[config.mk]
export PLATFORM = sky130hd
export DESIGN_NAME = pipelined_control_unit
export DESIGN_NICKNAME = d
export VERILOG_FILES = /design/src/rtl/pipelined_control_unit.sv
export SDC_FILE = /design/constraint.sdc
export NUM_CORES = 1
export LEC_CHECK = 0
export CORE_ASPECT_RATIO = 0.9
export CORE_UTILIZATION = 44
export DETAILED_ROUTE_END_ITERATION = 16
export HOLD_SLACK_MARGIN = 0.02
export MAX_ROUTING_LAYER = met4
export PLACE_DENSITY = 0.83
export RECOVER_POWER = 100
export SLEW_MARGIN = 10
export SYNTH_ARGS = -nofsm -noshare
export SYNTH_HDL_FRONTEND = slang
export SYNTH_SLANG_ARGS = --single-unit
[constraint.sdc]
create_clock -name Clk -period 2.4 [get_ports Clk]
set_clock_uncertainty 0.2 [all_clocks]
set_input_delay 0.48 -clock Clk [delete_from_list [all_inputs] [get_ports Clk]]
set_output_delay 0.48 -clock Clk [all_outputs]
set_load 0.05 [all_outputs]
[src/rtl/pipelined_control_unit.sv]
// -----------------------------------------------------------------------------
// pipelined_control_unit
//
// Control path for a single-issue RV32I pipeline. It decodes the instruction
// in Decode and carries the control bits through an Execute register, a chain
// of MEM_LAT Memory registers and one Writeback register. It resolves branches
// and jumps in Execute. It also detects load-use hazards against Execute and
// every Memory stage except the last, so that it can stall Fetch/Decode itself.
//
// Parameters
//   MEM_LAT      number of Memory-stage registers (1..4)
//   REG_AW       register-address width
//   BRANCH_FULL  1: all six branch conditions; 0: BEQ/BNE only
//
// Ports
//   Clk, Reset                    clock (rising edge), async active-low reset
//   Opcode_D, Funct3_D,
//   Funct7_5_D, Rs1_D, Rs2_D,
//   Rd_D                          instruction fields in Decode
//   Zero_E, Lt_E, Ltu_E           Execute comparator flags
//   Flush_E                       external bubble request for Execute
//   ImmSrc_D, Illegal_D           Decode-stage immediate select / bad opcode
//   AluControl_E, AluSrcA_E,
//   AluSrcB_E                     Execute datapath controls
//   PCSrc_E, PCJalr_E             fetch redirect and its target select
//   Stall_FD, Flush_D             hold PC and IF/ID, or bubble IF/ID
//   MemWrite_M, Funct3_M          first Memory register (store, access size)
//   RegWrite_M, Rd_M              last Memory register (forwarding source)
//   RegWrite_W, Rd_W, ResultSrc_W Writeback stage
// -----------------------------------------------------------------------------
module pipelined_control_unit #(
   parameter int MEM_LAT     = 1,
   parameter int REG_AW      = 5,
   parameter bit BRANCH_FULL = 1'b1
) (
   input  logic              Clk,
   input  logic              Reset,
   input  logic [6:0]        Opcode_D,
   input  logic [2:0]        Funct3_D,
   input  logic              Funct7_5_D,
   input  logic [REG_AW-1:0] Rs1_D,
   input  logic [REG_AW-1:0] Rs2_D,
   input  logic [REG_AW-1:0] Rd_D,
   input  logic              Zero_E,
   input  logic              Lt_E,
   input  logic              Ltu_E,
   input  logic              Flush_E,
   output logic [2:0]        ImmSrc_D,
   output logic              Illegal_D,
   output logic [3:0]        AluControl_E,
   output logic              AluSrcA_E,
   output logic [1:0]        AluSrcB_E,
   output logic              PCSrc_E,
   output logic              PCJalr_E,
   output logic              Stall_FD,
   output logic              Flush_D,
   output logic              MemWrite_M,
   output logic [2:0]        Funct3_M,
   output logic              RegWrite_M,
   output logic [REG_AW-1:0] Rd_M,
   output logic              RegWrite_W,
   output logic [REG_AW-1:0] Rd_W,
   output logic [1:0]        ResultSrc_W
);

   localparam logic [6:0] OP_R      = 7'b0110011;
   localparam logic [6:0] OP_I      = 7'b0010011;
   localparam logic [6:0] OP_LOAD   = 7'b0000011;
   localparam logic [6:0] OP_STORE  = 7'b0100011;
   localparam logic [6:0] OP_BRANCH = 7'b1100011;
   localparam logic [6:0] OP_JAL    = 7'b1101111;
   localparam logic [6:0] OP_JALR   = 7'b1100111;
   localparam logic [6:0] OP_LUI    = 7'b0110111;
   localparam logic [6:0] OP_AUIPC  = 7'b0010111;

   localparam logic [3:0] ALU_ADD  = 4'b0000;
   localparam logic [3:0] ALU_SUB  = 4'b0001;
   localparam logic [3:0] ALU_AND  = 4'b0010;
   localparam logic [3:0] ALU_OR   = 4'b0011;
   localparam logic [3:0] ALU_XOR  = 4'b0100;
   localparam logic [3:0] ALU_SLT  = 4'b0101;
   localparam logic [3:0] ALU_SLTU = 4'b0110;
   localparam logic [3:0] ALU_SLL  = 4'b0111;
   localparam logic [3:0] ALU_SRL  = 4'b1000;
   localparam logic [3:0] ALU_SRA  = 4'b1001;

   localparam logic [1:0] RES_MEM = 2'b01;

   typedef struct packed {
      logic              regwrite;
      logic              memwrite;
      logic              branch;
      logic              jump;
      logic              jalr;
      logic              alusrca;
      logic [1:0]        alusrcb;
      logic [1:0]        resultsrc;
      logic [3:0]        aluctrl;
      logic [2:0]        funct3;
      logic [REG_AW-1:0] rd;
   } ex_ctrl_t;

   typedef struct packed {
      logic              regwrite;
      logic              memwrite;
      logic [1:0]        resultsrc;
      logic [2:0]        funct3;
      logic [REG_AW-1:0] rd;
   } mem_ctrl_t;

   typedef struct packed {
      logic              regwrite;
      logic [1:0]        resultsrc;
      logic [REG_AW-1:0] rd;
   } wb_ctrl_t;

   // R-type and I-ALU operation from funct3/funct7[5]. SUB exists only for R-type
   // because ADDI puts immediate bits in the position of funct7[5].
   function automatic logic [3:0] alu_from_funct(input logic [2:0] f3,
                                                 input logic       f7_5,
                                                 input logic       is_r);
      logic [3:0] op;
      case (f3)
         3'b000:  op = (is_r && f7_5) ? ALU_SUB : ALU_ADD;
         3'b001:  op = ALU_SLL;
         3'b010:  op = ALU_SLT;
         3'b011:  op = ALU_SLTU;
         3'b100:  op = ALU_XOR;
         3'b101:  op = f7_5 ? ALU_SRA : ALU_SRL;
         3'b110:  op = ALU_OR;
         default: op = ALU_AND;
      endcase
      return op;
   endfunction

   // Branch condition. In the reduced build only funct3[2] == 0 (BEQ/BNE) can be taken.
   function automatic logic branch_taken(input logic [2:0] f3,
                                         input logic       zero,
                                         input logic       lt,
                                         input logic       ltu);
      logic t;
      case (f3)
         3'b000:  t = zero;
         3'b001:  t = ~zero;
         3'b100:  t = lt;
         3'b101:  t = ~lt;
         3'b110:  t = ltu;
         3'b111:  t = ~ltu;
         default: t = 1'b0;
      endcase
      if (!BRANCH_FULL && f3[2]) t = 1'b0;
      return t;
   endfunction

   // A stage holding a load whose destination is a source read in Decode.
   function automatic logic load_hit(input logic              regwrite,
                                     input logic [1:0]        resultsrc,
                                     input logic [REG_AW-1:0] rd,
                                     input logic [REG_AW-1:0] rs1,
                                     input logic [REG_AW-1:0] rs2);
      return regwrite && (resultsrc == RES_MEM) && (rd != '0) &&
             ((rd == rs1) || (rd == rs2));
   endfunction

   ex_ctrl_t  dec_ctrl;
   ex_ctrl_t  ex_d, ex_q;
   mem_ctrl_t mem_d;
   mem_ctrl_t mem_q [MEM_LAT];
   wb_ctrl_t  wb_d, wb_q;
   logic      use_funct;
   logic      load_use;
   logic      bubble_e;

   // ---------------------------------------------------------------- Decode
   always_comb begin
      dec_ctrl  = '0;
      ImmSrc_D  = 3'b000;
      Illegal_D = 1'b0;
      use_funct = 1'b0;
      case (Opcode_D)
         OP_R: begin
            dec_ctrl.regwrite = 1'b1;
            use_funct         = 1'b1;
         end
         OP_I: begin
            dec_ctrl.regwrite = 1'b1;
            dec_ctrl.alusrcb  = 2'b01;
            use_funct         = 1'b1;
         end
         OP_LOAD: begin
            dec_ctrl.regwrite  = 1'b1;
            dec_ctrl.alusrcb   = 2'b01;
            dec_ctrl.resultsrc = 2'b01;
         end
         OP_STORE: begin
            dec_ctrl.memwrite = 1'b1;
            dec_ctrl.alusrcb  = 2'b01;
            ImmSrc_D          = 3'b001;
         end
         OP_BRANCH: begin
            dec_ctrl.branch  = 1'b1;
            dec_ctrl.aluctrl = ALU_SUB;
            ImmSrc_D         = 3'b010;
         end
         OP_JAL: begin
            dec_ctrl.regwrite  = 1'b1;
            dec_ctrl.jump      = 1'b1;
            dec_ctrl.resultsrc = 2'b10;
            ImmSrc_D           = 3'b011;
         end
         OP_JALR: begin
            dec_ctrl.regwrite  = 1'b1;
            dec_ctrl.jump      = 1'b1;
            dec_ctrl.jalr      = 1'b1;
            dec_ctrl.alusrcb   = 2'b01;
            dec_ctrl.resultsrc = 2'b10;
         end
         OP_LUI: begin
            dec_ctrl.regwrite  = 1'b1;
            dec_ctrl.resultsrc = 2'b11;
            ImmSrc_D           = 3'b100;
         end
         OP_AUIPC: begin
            dec_ctrl.regwrite = 1'b1;
            dec_ctrl.alusrca  = 1'b1;
            dec_ctrl.alusrcb  = 2'b01;
            ImmSrc_D          = 3'b100;
         end
         default: Illegal_D = 1'b1;
      endcase
      if (use_funct) dec_ctrl.aluctrl = alu_from_funct(Funct3_D, Funct7_5_D, (Opcode_D == OP_R));
      dec_ctrl.funct3 = Funct3_D;
      dec_ctrl.rd     = Rd_D;
   end

   // Load-use detection: the last Memory stage already delivers its data to
   // Writeback in time for forwarding, so it is excluded.
   always_comb begin
      load_use = load_hit(ex_q.regwrite, ex_q.resultsrc, ex_q.rd, Rs1_D, Rs2_D);
      for (int i = 0; i < MEM_LAT - 1; i++) begin
         load_use = load_use |
                    load_hit(mem_q[i].regwrite, mem_q[i].resultsrc, mem_q[i].rd, Rs1_D, Rs2_D);
      end
   end

   // A redirect discards the Decode instruction anyway, so stalling it is moot.
   assign Stall_FD = load_use & ~PCSrc_E;
   assign Flush_D  = PCSrc_E;
   assign bubble_e = Flush_E | Stall_FD | PCSrc_E;
   assign ex_d     = bubble_e ? '0 : dec_ctrl;

   // ---------------------------------------------------------------- Execute
   always_ff @(posedge Clk or negedge Reset) begin
      if (!Reset) ex_q <= '0;
      else        ex_q <= ex_d;
   end

   assign PCSrc_E      = (ex_q.branch & branch_taken(ex_q.funct3, Zero_E, Lt_E, Ltu_E)) | ex_q.jump;
   assign PCJalr_E     = ex_q.jump & ex_q.jalr;
   assign AluControl_E = ex_q.aluctrl;
   assign AluSrcA_E    = ex_q.alusrca;
   assign AluSrcB_E    = ex_q.alusrcb;

   assign mem_d.regwrite  = ex_q.regwrite;
   assign mem_d.memwrite  = ex_q.memwrite;
   assign mem_d.resultsrc = ex_q.resultsrc;
   assign mem_d.funct3    = ex_q.funct3;
   assign mem_d.rd        = ex_q.rd;

   // ---------------------------------------------------------------- Memory
   always_ff @(posedge Clk or negedge Reset) begin
      if (!Reset) begin
         for (int i = 0; i < MEM_LAT; i++) mem_q[i] <= '0;
      end else begin
         mem_q[0] <= mem_d;
         for (int i = 1; i < MEM_LAT; i++) mem_q[i] <= mem_q[i-1];
      end
   end

   assign MemWrite_M = mem_q[0].memwrite;
   assign Funct3_M   = mem_q[0].funct3;
   assign RegWrite_M = mem_q[MEM_LAT-1].regwrite;
   assign Rd_M       = mem_q[MEM_LAT-1].rd;

   assign wb_d.regwrite  = mem_q[MEM_LAT-1].regwrite;
   assign wb_d.resultsrc = mem_q[MEM_LAT-1].resultsrc;
   assign wb_d.rd        = mem_q[MEM_LAT-1].rd;

   // ---------------------------------------------------------------- Writeback
   always_ff @(posedge Clk or negedge Reset) begin
      if (!Reset) wb_q <= '0;
      else        wb_q <= wb_d;
   end

   assign RegWrite_W  = wb_q.regwrite;
   assign Rd_W        = wb_q.rd;
   assign ResultSrc_W = wb_q.resultsrc;

endmodule
==> flow_summary.json, run 1 <==
{
  "synth.area.mux_share_pct": 1.12,
  "report.power.total_uw": 1550,
  "routabilityCongestion": 0.817,
  "route.top_layer_used": "met4",
  "grt_pass1_vias": 1338,
  "tritoncts.num_buffers": 5,
  "synth_xor_xnor_area_share_pct": 6.39,
  "yosys_warnings": 0,
  "floorplan.die.height_microns": 62.4,
  "critical-path-max-stage-delay_ps": 470,
  "grt_pass1_wl_microns": 6180,
  "p_per_area_nw_per_um2": 569,
  "final_cell_mix": "sky130_fd_sc_hd__dfrtp_1 (41), sky130_fd_sc_hd__clkdlybuf4s50_1 (39), sky130_fd_sc_hd__nor2_1 (14), sky130_fd_sc_hd__buf_4 (14)",
  "synth.yosys.seq_area_share_pct": 57.6,
  "primary_flip_flop_cell_chosen_by_synthesis_mapping": "sky130_fd_sc_hd__dfrtp_1",
  "crit_cells": 6,
  "rsz0062_at_grt": "true",
  "crit_arrival_ps": 1680,
  "swShare_pct": 24.8,
  "seqPwrFrac_pct": 46.8,
  "antenna-diode-count": 0,
  "worstSetupPathType": "in -> out",
  "maxCapViolations": 0,
  "area_fraction_in_compound_gates_after_synthesis_pct": 7.16,
  "timing.critical_path.required_ps": 1720,
  "worstSetupEndpointType": "output port",
  "max-clock-path-buffers": 2,
  "postSynthNetCount": 197,
  "finalSetupTns_ps": 0,
  "run_status": "complete, no violations",
  "clk_transition_reported_paths_ps": 70,
  "detailroute.via_count": 1391,
  "worst_slew_margin_rel_pct": 35.6,
  "grt_antenna_before_repair": 0,
  "synth.distinct_cells": 34,
  "cell_internal_pwr_uw": 1170,
  "grt.overflow.total": 0,
  "hpwl_microns": 2750,
  "utilization_pct": 72.0,
  "tritoncts": "built",
  "synthToLayoutAreaGrowth_pct": 52.9,
  "worst-slew-pin-transition_ps": 966,
  "drtPass1Iterations": 4,
  "synth_async_reset_ratio_pct": 100,
  "drt_drc": 0,
  "io_buffer_count": 63,
  "final_layout_size_suffix_gt1_share_pct": 21.9,
  "initial_utilization_pct": 47.1,
  "synth_top_family_by_area": "simple AND/OR/NAND/NOR gates",
  "timing.final.crit_share_pct": 98.5,
  "share_clk_of_total_power_pct": 36.1,
  "clk-insertion-delay-late_ps": 280,
  "critPathBufInv": 3,
  "design.die.area_sq_um": 4310,
  "post_synth_edffs": 0,
  "mostFrequentLayoutCell": "sky130_fd_sc_hd__dfrtp_1",
  "drt_first_iter_violations": 63,
  "report.final.setup_viol": 0,
  "timing.final.hold_violations": 0,
  "drt-vias-per-instance": 4.99,
  "synthesis.instances": 165,
  "cts-htree-levels": 2,
  "flops_latches_synth": 41,
  "hold_class": "reg -> reg",
  "worst_setup_path_start_kind": "primary input",
  "cp_max_fo": 3,
  "vdd.ir_drop.worst_mv": 0.258,
  "synth-simple-area-share_pct": 17.3,
  "detail_route.wirelength.met1_microns": 1570,
  "met2_routed_wl_microns": 1990,
  "synth.avg_cell_area_sq_um": 10.8,
  "final.hold.worst_slack_ps": 158,
  "fp-row-count": 21,
  "routed_wirelength_microns": 3810,
  "grt_max_degree": 42,
  "leakagePower_uw": 0.00126,
  "clk_root_buffer_cell": "sky130_fd_sc_hd__clkbuf_8",
  "holdPathStages": 0,
  "wl_per_cell_microns": 13.7,
  "design.final.nets": 264,
  "ctsHoldBuffers": 0,
  "die_w_microns": 69.1,
  "critPathTopFamily": "buffers and inverters",
  "synthesis.area_sq_um": 1780,
  "coreArea_sq_um": 3780,
  "post-route-min-period_ps": 2360,
  "wl_met3_microns": 179,
  "r2r_cells": 7,
  "critical-path-slowest-cell": "sky130_fd_sc_hd__clkdlybuf4s50_1",
  "detail-route-antenna-nets": 0,
  "post_synth_fa_ha_maj_area_fraction_pct": 0,
  "power_frac_comb_pct": 17.1,
  "cts.sinks": 41,
  "slew_violations": 0,
  "max_freq_mhz": 423,
  "crit_chain": "clkdlybuf4s50_1, xor2_1, a41oi_2, o21ai_2, buf_4, buf_12",
  "grt_util_all_layers_pct": 19.0,
  "boundaryPins": 65,
  "p_sw_uw": 385
}
==> cells in the mapped netlist, drive strengths merged, types with 2 or more instances <==
library cell	number	area, sq um
inv	9	33.8
a21oi	4	20.0
nor2	16	60.1
buf	18	133
nand4	2	12.5
xor2	3	26.3
nand3	8	40.0
a211oi	2	15.0
nor4	5	56.3
mux2i	2	20.0
a211o	2	17.5
o21ai	8	40.0
nor3	10	50.1
dfrtp	41	1030
nand2	9	33.8
xnor2	10	87.6
clkbuf	4	15.0
==> power by group through the flow <==
stage | registers (uW) | logic [uW] | clock network [uW]
finish | 725 | 265 | 560
global route | 728 | 285 | 598
CTS | 725 | 263 | 565
detailed placement | 739 | 262 | 0
global placement | 738 | 258 | 0
floorplan | 755 | 126 | 0
==> state kept, by name, indices dropped and copies added, names as in the netlist, 2 cells and up <==
name / cells
mem_q: 2
ResultSrc_W: 2
ex_q: 15
Funct3_M: 3
AluControl_E: 4
Rd_M: 5
Rd_W: 5
==> metal layers <==
layer  vias up  global-route usage (%)
met3         8                    4.03
met1       659                    22.1
met4         0                    9.18
met5         -                       -
met2        46                    31.4
li1        678                       -
==> kinds of logic after synthesis <==
group,after synthesis
buf+inv,31
flops,41
mux,2
xor+xnor,13
other cells,1
simple gates,57
compound gates,20
==> worst paths after layout <==
check | from | end | slack, ps
max reg2reg | ex_q[7] | AluControl_E[1] | 260
max in group asynchronous | Reset | Rd_W[1] | 1180
max | Ltu_E | PCSrc_E | 40
min in group asynchronous | Reset | MemWrite_M | 220
min | mem_q[9] | ResultSrc_W[1] | 160
min reg2reg | mem_q[9] | ResultSrc_W[1] | 160
==> area by class of cell <==
cell class              instances  area, sq um
multi-input cells              93          638
clock inverters                 1         30.0
fillers                       269         1060
well taps                      46         57.6
flip-flops and latches         41         1030
repair buffers                 82          853
clock buffers                   7         86.3
inverters                       9         33.8
==> metrics by stage <==
stage,instance area (sq um),worst slack [ps],cells
final,2730,35.7,279
after detailed placement,2550,-129,269
after floorplan,1810,-117,165
after global placement,2550,-49.8,269
after CTS,2670,4.09,277
after global routing,2730,-27.1,279
==> worst register-to-register path: stages, from the launching register on <==
cell                      delay, ps
sky130_fd_sc_hd__dfrtp_1        400
sky130_fd_sc_hd__mux2i_1        240
sky130_fd_sc_hd__xor2_1         210
sky130_fd_sc_hd__o21ai_2        110
sky130_fd_sc_hd__buf_4          140
sky130_fd_sc_hd__a211o_1        300
sky130_fd_sc_hd__buf_4          210
sky130_fd_sc_hd__nor4_2         240
==> what timing repair did <==
item,CTS,global route
resized for setup,16,11
setup endpoints to repair,3,7
pin swaps,11,4
setup buffers,0,2
Power figures use the tool's default switching activity.
==> run 2, diff against run 1 <==
--- a/config.mk
+++ b/config.mk
@@ -10,7 +10,7 @@
 export DETAILED_ROUTE_END_ITERATION = 16
 export HOLD_SLACK_MARGIN = 0.02
 export MAX_ROUTING_LAYER = met4
-export PLACE_DENSITY = 0.83
+export PLACE_DENSITY_LB_ADDON = 0.2
 export RECOVER_POWER = 100
 export SLEW_MARGIN = 10
 export SYNTH_ARGS = -nofsm -noshare
==> flow_summary.json, run 2 (synthesis results as in run 1) <==
{
  "run_status": "complete, no violations",
  "synthToLayoutAreaGrowth_pct": 51.3,
  "routed_wirelength_microns": 3830,
  "vdd.ir_drop.worst_mv": 0.337,
  "detail-route-antenna-nets": 0,
  "coreArea_sq_um": 3780,
  "worst_setup_path_start_kind": "primary input",
  "hpwl_microns": 2910,
  "drt-vias-per-instance": 5.07,
  "report.final.setup_viol": 0,
  "die_w_microns": 69.1,
  "critical-path-slowest-cell": "sky130_fd_sc_hd__clkdlybuf4s50_1",
  "antenna-diode-count": 0,
  "grt_pass1_wl_microns": 6440,
  "cts.sinks": 41,
  "cts-htree-levels": 2,
  "crit_chain": "clkdlybuf4s50_1, nand2_1, a211o_1, buf_12",
  "rsz0062_at_grt": "true",
  "clk-insertion-delay-late_ps": 290,
  "boundaryPins": 65,
  "clk_transition_reported_paths_ps": 70,
  "timing.critical_path.required_ps": 1720,
  "global_route_met2_utilization_pct": 31.1,
  "max_flop_register": "ex_q",
  "finalSetupTns_ps": 0,
  "routabilityCongestion": 0.825,
  "grt_max_degree": 29,
  "slew_violations": 0,
  "tritoncts": "built",
  "maxCapViolations": 0,
  "max_freq_mhz": 426,
  "drt_drc": 0,
  "critPathBufInv": 2,
  "grt_pass1_vias": 1383,
  "critPathTopFamily": "buffers and inverters",
  "final_cell_mix": "sky130_fd_sc_hd__dfrtp_1 (41), sky130_fd_sc_hd__dlygate4sd3_1 (25), sky130_fd_sc_hd__buf_4 (15), sky130_fd_sc_hd__nor2_1 (14), sky130_fd_sc_hd__clkdlybuf4s50_1 (14)",
  "tritoncts.num_buffers": 5,
  "grt_antenna_before_repair": 0,
  "dpl_worst_slack_ps": -96.0,
  "report.power.total_uw": 1500,
  "largest_register_ffs": 15,
  "worst-slew-pin-transition_ps": 637,
  "worst_slew_margin_rel_pct": 57.6,
  "leakagePower_uw": 0.00137,
  "met3_usage_pct": 6.61,
  "floorplan.die.height_microns": 62.4,
  "drt_first_iter_violations": 35,
  "layout_setup_ws_ps": 54.1,
  "detailroute.via_count": 1434,
  "utilization_pct": 71.3,
  "grt_util_all_layers_pct": 19.7,
  "io_buffer_count": 63,
  "timing.final.crit_share_pct": 97.7,
  "design.die.area_sq_um": 4310,
  "fp-row-count": 21,
  "global_route.peak_usage_layer": "met2",
  "drtPass1Iterations": 4,
  "timing.final.hold_violations": 0,
  "final_layout_size_suffix_gt1_share_pct": 19.8,
  "design.final.nets": 269,
  "globalRouteMet1Util_pct": 23.3,
  "hold_class": "reg -> reg",
  "cp_max_fo": 4,
  "instances_no_fill": 283,
  "max-clock-path-buffers": 2,
  "worstSetupPathType": "in -> out",
  "mostFrequentLayoutCell": "sky130_fd_sc_hd__dfrtp_1",
  "p_per_area_nw_per_um2": 556,
  "grt.overflow.total": 0,
  "initial_utilization_pct": 47.1,
  "crit_arrival_ps": 1670,
  "clk_root_buffer_cell": "sky130_fd_sc_hd__clkbuf_8",
  "critical-path-max-stage-delay_ps": 530,
  "placed_cells_incl_taps": 271,
  "post-route-min-period_ps": 2350,
  "worstSetupEndpointType": "output port",
  "wl_per_cell_microns": 13.5
}
-- run 2: cell count changes in the layout (fill, tap and decap cells not counted), sizes merged --
| cell | before | now |
|---|---|---|
| clkinv | 0 | 1 |
| dlygate4sd3 | 0 | 25 |
| dlygate4sd2 | 10 | 5 |
| buf | 26 | 23 |
| dlymetal6s2s | 6 | 13 |
| clkbuf | 8 | 12 |
| clkdlybuf4s50 | 39 | 14 |
-- run 2: final timing paths --
path,startpoint,endpoint,slack (ps),depth (start not counted)
hold / removal,mem_q[9],ResultSrc_W[1],160,0
setup / recovery,Opcode_D[5],Illegal_D,50,4
min in group asynchronous,Reset,mem_q[8],550,2
max in group asynchronous,Reset,ex_q[2],700,3
setup reg to reg,ex_q[0],ex_q[13],200,8
hold reg to reg,mem_q[9],ResultSrc_W[1],160,0
-- run 2: repair_timing --
item	CTS	global route
pin swaps	9	18
endpoints found under the hold margin	26	0
setup buffers	4	0
hold buffers	1	0
resized for setup	12	14
setup endpoints to repair	5	6
-- run 2: final cells by class --
class	count	area (sq um)
flip-flops and latches	41	1030
repair buffers	87	873
clock buffers	5	68.8
clock inverters	2	35.0
inverters	9	33.8
well taps	46	57.6
multi-input cells	93	602
fillers	284	1090
-- run 2: worst reg2reg max path: cells and delay by family (launching register included) --
kind	cells	cell delay [ps]
buf+inv	3	550
xor+xnor	1	150
compound gates	2	360
flops	1	440
simple gates	2	410
-- run 2: stage by stage --
step,area (sq um),hold slack [ps]
6_report,2700,158
5_1_grt,2700,166
4_1_cts,2740,159
3_5_place_dp,2570,136
3_3_place_gp,2570,133
2_1_floorplan,1810,-15.6
-- run 2: metal layers --
metal,share of wire [%],wire length [microns]
met4,1.4,55
met3,5.8,224
met1,41,1590
met5,0,0
met2,51,1970
-- run 2: power breakdown --
group          leakage (uW)  internal, uW  switching (uW)
logic              0.000767           114             146
clock network     0.0000540           302             211
registers          0.000550           711            14.3
==> patch 1: new RTL, config.mk and constraints of run 2 <==
Change the parameter `BRANCH_FULL` from 1'b1 to 1'b0.
--- a/src/rtl/pipelined_control_unit.sv
+++ b/src/rtl/pipelined_control_unit.sv
@@ -32,5 +32,5 @@
    parameter int MEM_LAT     = 1,
    parameter int REG_AW      = 5,
-   parameter bit BRANCH_FULL = 1'b1
+   parameter bit BRANCH_FULL = 1'b0
 ) (
    input  logic              Clk,
Behaviour: not the same (Yosys sat finds a counterexample within 4 cycles, from zero or initial values and one cycle with Reset low).
==> patch 1 against run 2 <==
  * The run now ends with setup timing left
  * Area after synthesis is 2.5% higher
  * Synthesized cell count shrank 6.7%
  * Sequential cell count stayed put
  * Wire length rose by 9.4%
  * Global-route usage up 1.7 points
  * Die area grew 2.4%
  * Power up 2.2%
  * Critical path depth is 3 higher
  * Cell area grew 2.1%
  * Setup slack worse by 0.089 ns
  * Largest cell class unchanged
==> patch 1: results (changes against run 2) <==
Synth
  • Synth Area in XOR/XNOR: 0.0624 (was 0.0639)
  • Post-synthesis compound-gate area fraction: 0.0610 (was 0.0716)
  • Sequential area share after synthesis: 0.562 (was 0.576)
  • Avg Cell Area, Syn: 11.9 µm² (was 10.8 µm²)
  • Synth top area cells: dfrtp_1, buf_4, nor4b_2, xor2_1, nor3_1 (was dfrtp_1, buf_4, xnor2_1, nor2_1, nor3_1)

Drt
  • Routed wire per std cell: 15.3 µm (was 13.5 µm)
  • Vias per cell: 5.19 (was 5.07)
  • Initial DRC count: 80 (was 35)
  • Met2 wire length: 2220 µm (was 1970 µm)

Place
  • PortBufs: 61 (was 63)
  • GPL Wtd Cong: 0.898 (was 0.825)

Critical path
  • Crit Reg-Reg Endpoint: AluControl_E[0] (was ex_q[13])
  • R2r worst-path depth: 6 (was 8)
  • FF-to-FF Start: ex_q[2] (was ex_q[0])
  • Critical-path top delay cell: dfrtp_1 (was clkdlybuf4s50_1)
  • Critical path's largest stage delay: 0.42 ns (was 0.53 ns)
  • CP max FO: 3 (was 4)

Run status
  • Failing checks: setup timing
  • Status: finished, violations left (was finished, final reports clean)

Global route
  • Grt met2 use: 0.373 (was 0.311)
  • Vias in the first global route: 1489 (was 1383)
  • Largest net degree at the start of global routing: 42 (was 29)
  • Global Route met3 Usage: 0.0512 (was 0.0661)

STA
  • Post-route worst setup slack: -0.0345 ns (was 0.0541 ns)
  • Worst-margin pin slew: 0.985 ns (was 0.637 ns)
  • Setup TNS: -0.0345 ns (was 0 ns)
  • Count of final setup violators: 1 (was 0)

Pwr
  • Tot Pwr: 1530 µW (was 1500 µW)
  • Leak: 0.00124 µW (was 0.00137 µW)
  • Proportion of power drawn by the clock network: 0.365 (was 0.342)
  • Peak VDD IR: 0.000303 V (was 0.000337 V)

Final layout
  • Layout cells sized above 1: 0.285 (was 0.198)
patch 1: cell types whose count changed in the layout (fill, tap and decap cells not counted), sizes merged, moves of 5 or more:
cell	before	now
inv	9	2
clkdlybuf4s50	14	42
xor2	3	9
dlymetal6s2s	13	1
nor2	16	8
dlygate4sd2	5	10
buf	23	35
nor4b	1	8
xnor2	10	4
dlygate4sd3	25	0
patch 1: repair_timing:
item                                   4_1_cts  5_1_grt
resized for setup                           18        8
buffers inserted                             4        1
hold buffers                                 0        0
setup endpoints to repair                    6        6
pin swaps                                    7        1
endpoints found under the hold margin        0        0
patch 1: worst min path at each step:
stage | start | to | slack, ns | cells after the start
2_1_floorplan | Reset | AluControl_E[0] | -0.02 | 0
3_3_place_gp | ex_q[20] | MemWrite_M | 0.13 | 0
3_5_place_dp | mem_q[8] | ResultSrc_W[0] | 0.14 | 0
4_1_cts | Reset | Rd_W[4] | 0.14 | 1
5_1_grt | mem_q[8] | ResultSrc_W[0] | 0.16 | 0
6_report | Reset | Rd_M[3] | 0.14 | 1
patch 1: cell type report:
cell class / instances / area (µm²)
fillers: 267 / 1080
flip-flops and latches: 41 / 1030
multi-input cells: 86 / 656
well taps: 46 / 57.6
clock inverters: 1 / 30.0
inverters: 2 / 7.51
clock buffers: 7 / 86.3
repair buffers: 91 / 891
patch 1: cell families (layout without fill, tap and decap cells):
family,after synthesis,after routing
AO/OA/AOI/OAI,15,15
XOR/XNOR,13,13
buffers and inverters,27,101
flip-flops,41,41
multiplexers,2,2
other,1,1
AND/OR/NAND/NOR,55,55
patch 1: per-stage QoR:
stage	util	area (µm²)
finish	0.718	2750
global route	0.718	2750
CTS	0.720	2760
detailed placement	0.676	2590
global placement	0.676	2590
floorplan	-	1840
==> patch 2: new RTL, settings of run 2 <==
Without the edit above. Reset style: synchronous (`Reset`), changed in 3 clocked blocks. Comments in the files are not updated.
--- a/src/rtl/pipelined_control_unit.sv
+++ b/src/rtl/pipelined_control_unit.sv
@@ -251,5 +251,5 @@
 
    // ---------------------------------------------------------------- Execute
-   always_ff @(posedge Clk or negedge Reset) begin
+   always_ff @(posedge Clk) begin
       if (!Reset) ex_q <= '0;
       else        ex_q <= ex_d;
@@ -269,5 +269,5 @@
 
    // ---------------------------------------------------------------- Memory
-   always_ff @(posedge Clk or negedge Reset) begin
+   always_ff @(posedge Clk) begin
       if (!Reset) begin
          for (int i = 0; i < MEM_LAT; i++) mem_q[i] <= '0;
@@ -288,5 +288,5 @@
 
    // ---------------------------------------------------------------- Writeback
-   always_ff @(posedge Clk or negedge Reset) begin
+   always_ff @(posedge Clk) begin
       if (!Reset) wb_q <= '0;
       else        wb_q <= wb_d;
Function: differs if Reset is asserted again (counterexample within 4 cycles, from zero or initial values and one cycle with Reset low); with Reset held inactive, the same outputs for 10 cycles.
==> patch 2 against run 2 <==
  * The flow now finishes with violations (setup timing)
  * Wire length is 6.3% higher
  * Maximum frequency decreased by 3.5%
  * Critical path depth grew 3
  * Sequential cell count unchanged
  * Non-clock buffer count is 2 higher
  * Power decreased by 6.7%
  * Area after synthesis down 2.2%
  * Final cell count increased by 8.8%
  * Cell area down 0.46%
  * Setup slack got worse by 0.084 ns
  * Die area decreased by 2.1%
  * Critical path type unchanged
  * Critical endpoint is now Stall_FD
==> patch 2: results (changes against run 2) <==
Run status
  • Status: finished, violations left (was finished, final reports clean)
  • Failing checks: setup timing

Critical path
  • Top delay family on crit path: simple AND/OR/NAND/NOR gates (was buffers and inverters)
  • CP max FO: 2 (was 4)
  • Critical Path AT: 1.75 ns (was 1.67 ns)
  • Critical Path End: Stall_FD (was Illegal_D)
  • Setup crit start: Rs1_D[2] (was Opcode_D[5])
  • R2R setup slack: 0.32 ns (was 0.20 ns)
  • Crit Reg-Reg Endpoint: ex_q[19] (was ex_q[13])
  • FF-to-FF Start: ex_q[7] (was ex_q[0])

Synth
  • Synth Area in XOR/XNOR: 0.0704 (was 0.0639)
  • Async S/R FF share, synth: 0 (was 1.00)
  • Unique masters post-synth: 33 (was 34)
  • Synth top area cells: dfxtp_1, and2_1, buf_4, nor3_1, xor2_1 (was dfrtp_1, buf_4, xnor2_1, nor2_1, nor3_1)
  • Synth Net Count: 223 (was 197)

Drt
  • Initial DRC count: 82 (was 35)
  • Routed WL: 4070 µm (was 3830 µm)

Min path
  • Hold endpoint: ResultSrc_W[0] (was ResultSrc_W[1])
  • Hold path startpoint: mem_q[0][8] (was mem_q[9])

STA
  • Post-route worst setup slack: -0.0302 ns (was 0.0541 ns)
  • Count of final setup violators: 1 (was 0)

Place
  • Post-DP HPWL: 2940 µm (was 2910 µm)
  • DP Area: 2530 µm² (was 2570 µm²)

Pwr
  • Proportion of power drawn by the clock network: 0.359 (was 0.342)
  • Peak VDD IR: 0.000413 V (was 0.000337 V)

Global route
  • Vias in the first global route: 1376 (was 1383)
==> patch 2: final cells by class <==
| cell class | count | area, µm² |
|---|---|---|
| multi-input combinational | 121 | 776 |
| clock buffer | 7 | 96.3 |
| inverter | 3 | 11.3 |
| tap | 46 | 57.6 |
| clock inverter | 1 | 8.76 |
| sequential | 41 | 825 |
| timing repair buffer | 89 | 910 |
| fill | 294 | 1070 |
==> patch 2: per-layer routing <==
layer | GRT usage | up-vias | share of wire
met5 | - | - | 0
li1 | - | 771 | -
met2 | 0.339 | 59 | 0.47
met3 | 0.0693 | 9 | 0.068
met1 | 0.264 | 704 | 0.44
met4 | 0.0744 | 0 | 0.019
==> patch 2: stage by stage <==
step | hold slack (ns) | power, µW
floorplan | 0.212 | 811
global placement | 0.217 | 907
detailed placement | 0.219 | 911
CTS | 0.237 | 1400
global route | 0.271 | 1450
finish | 0.237 | 1400
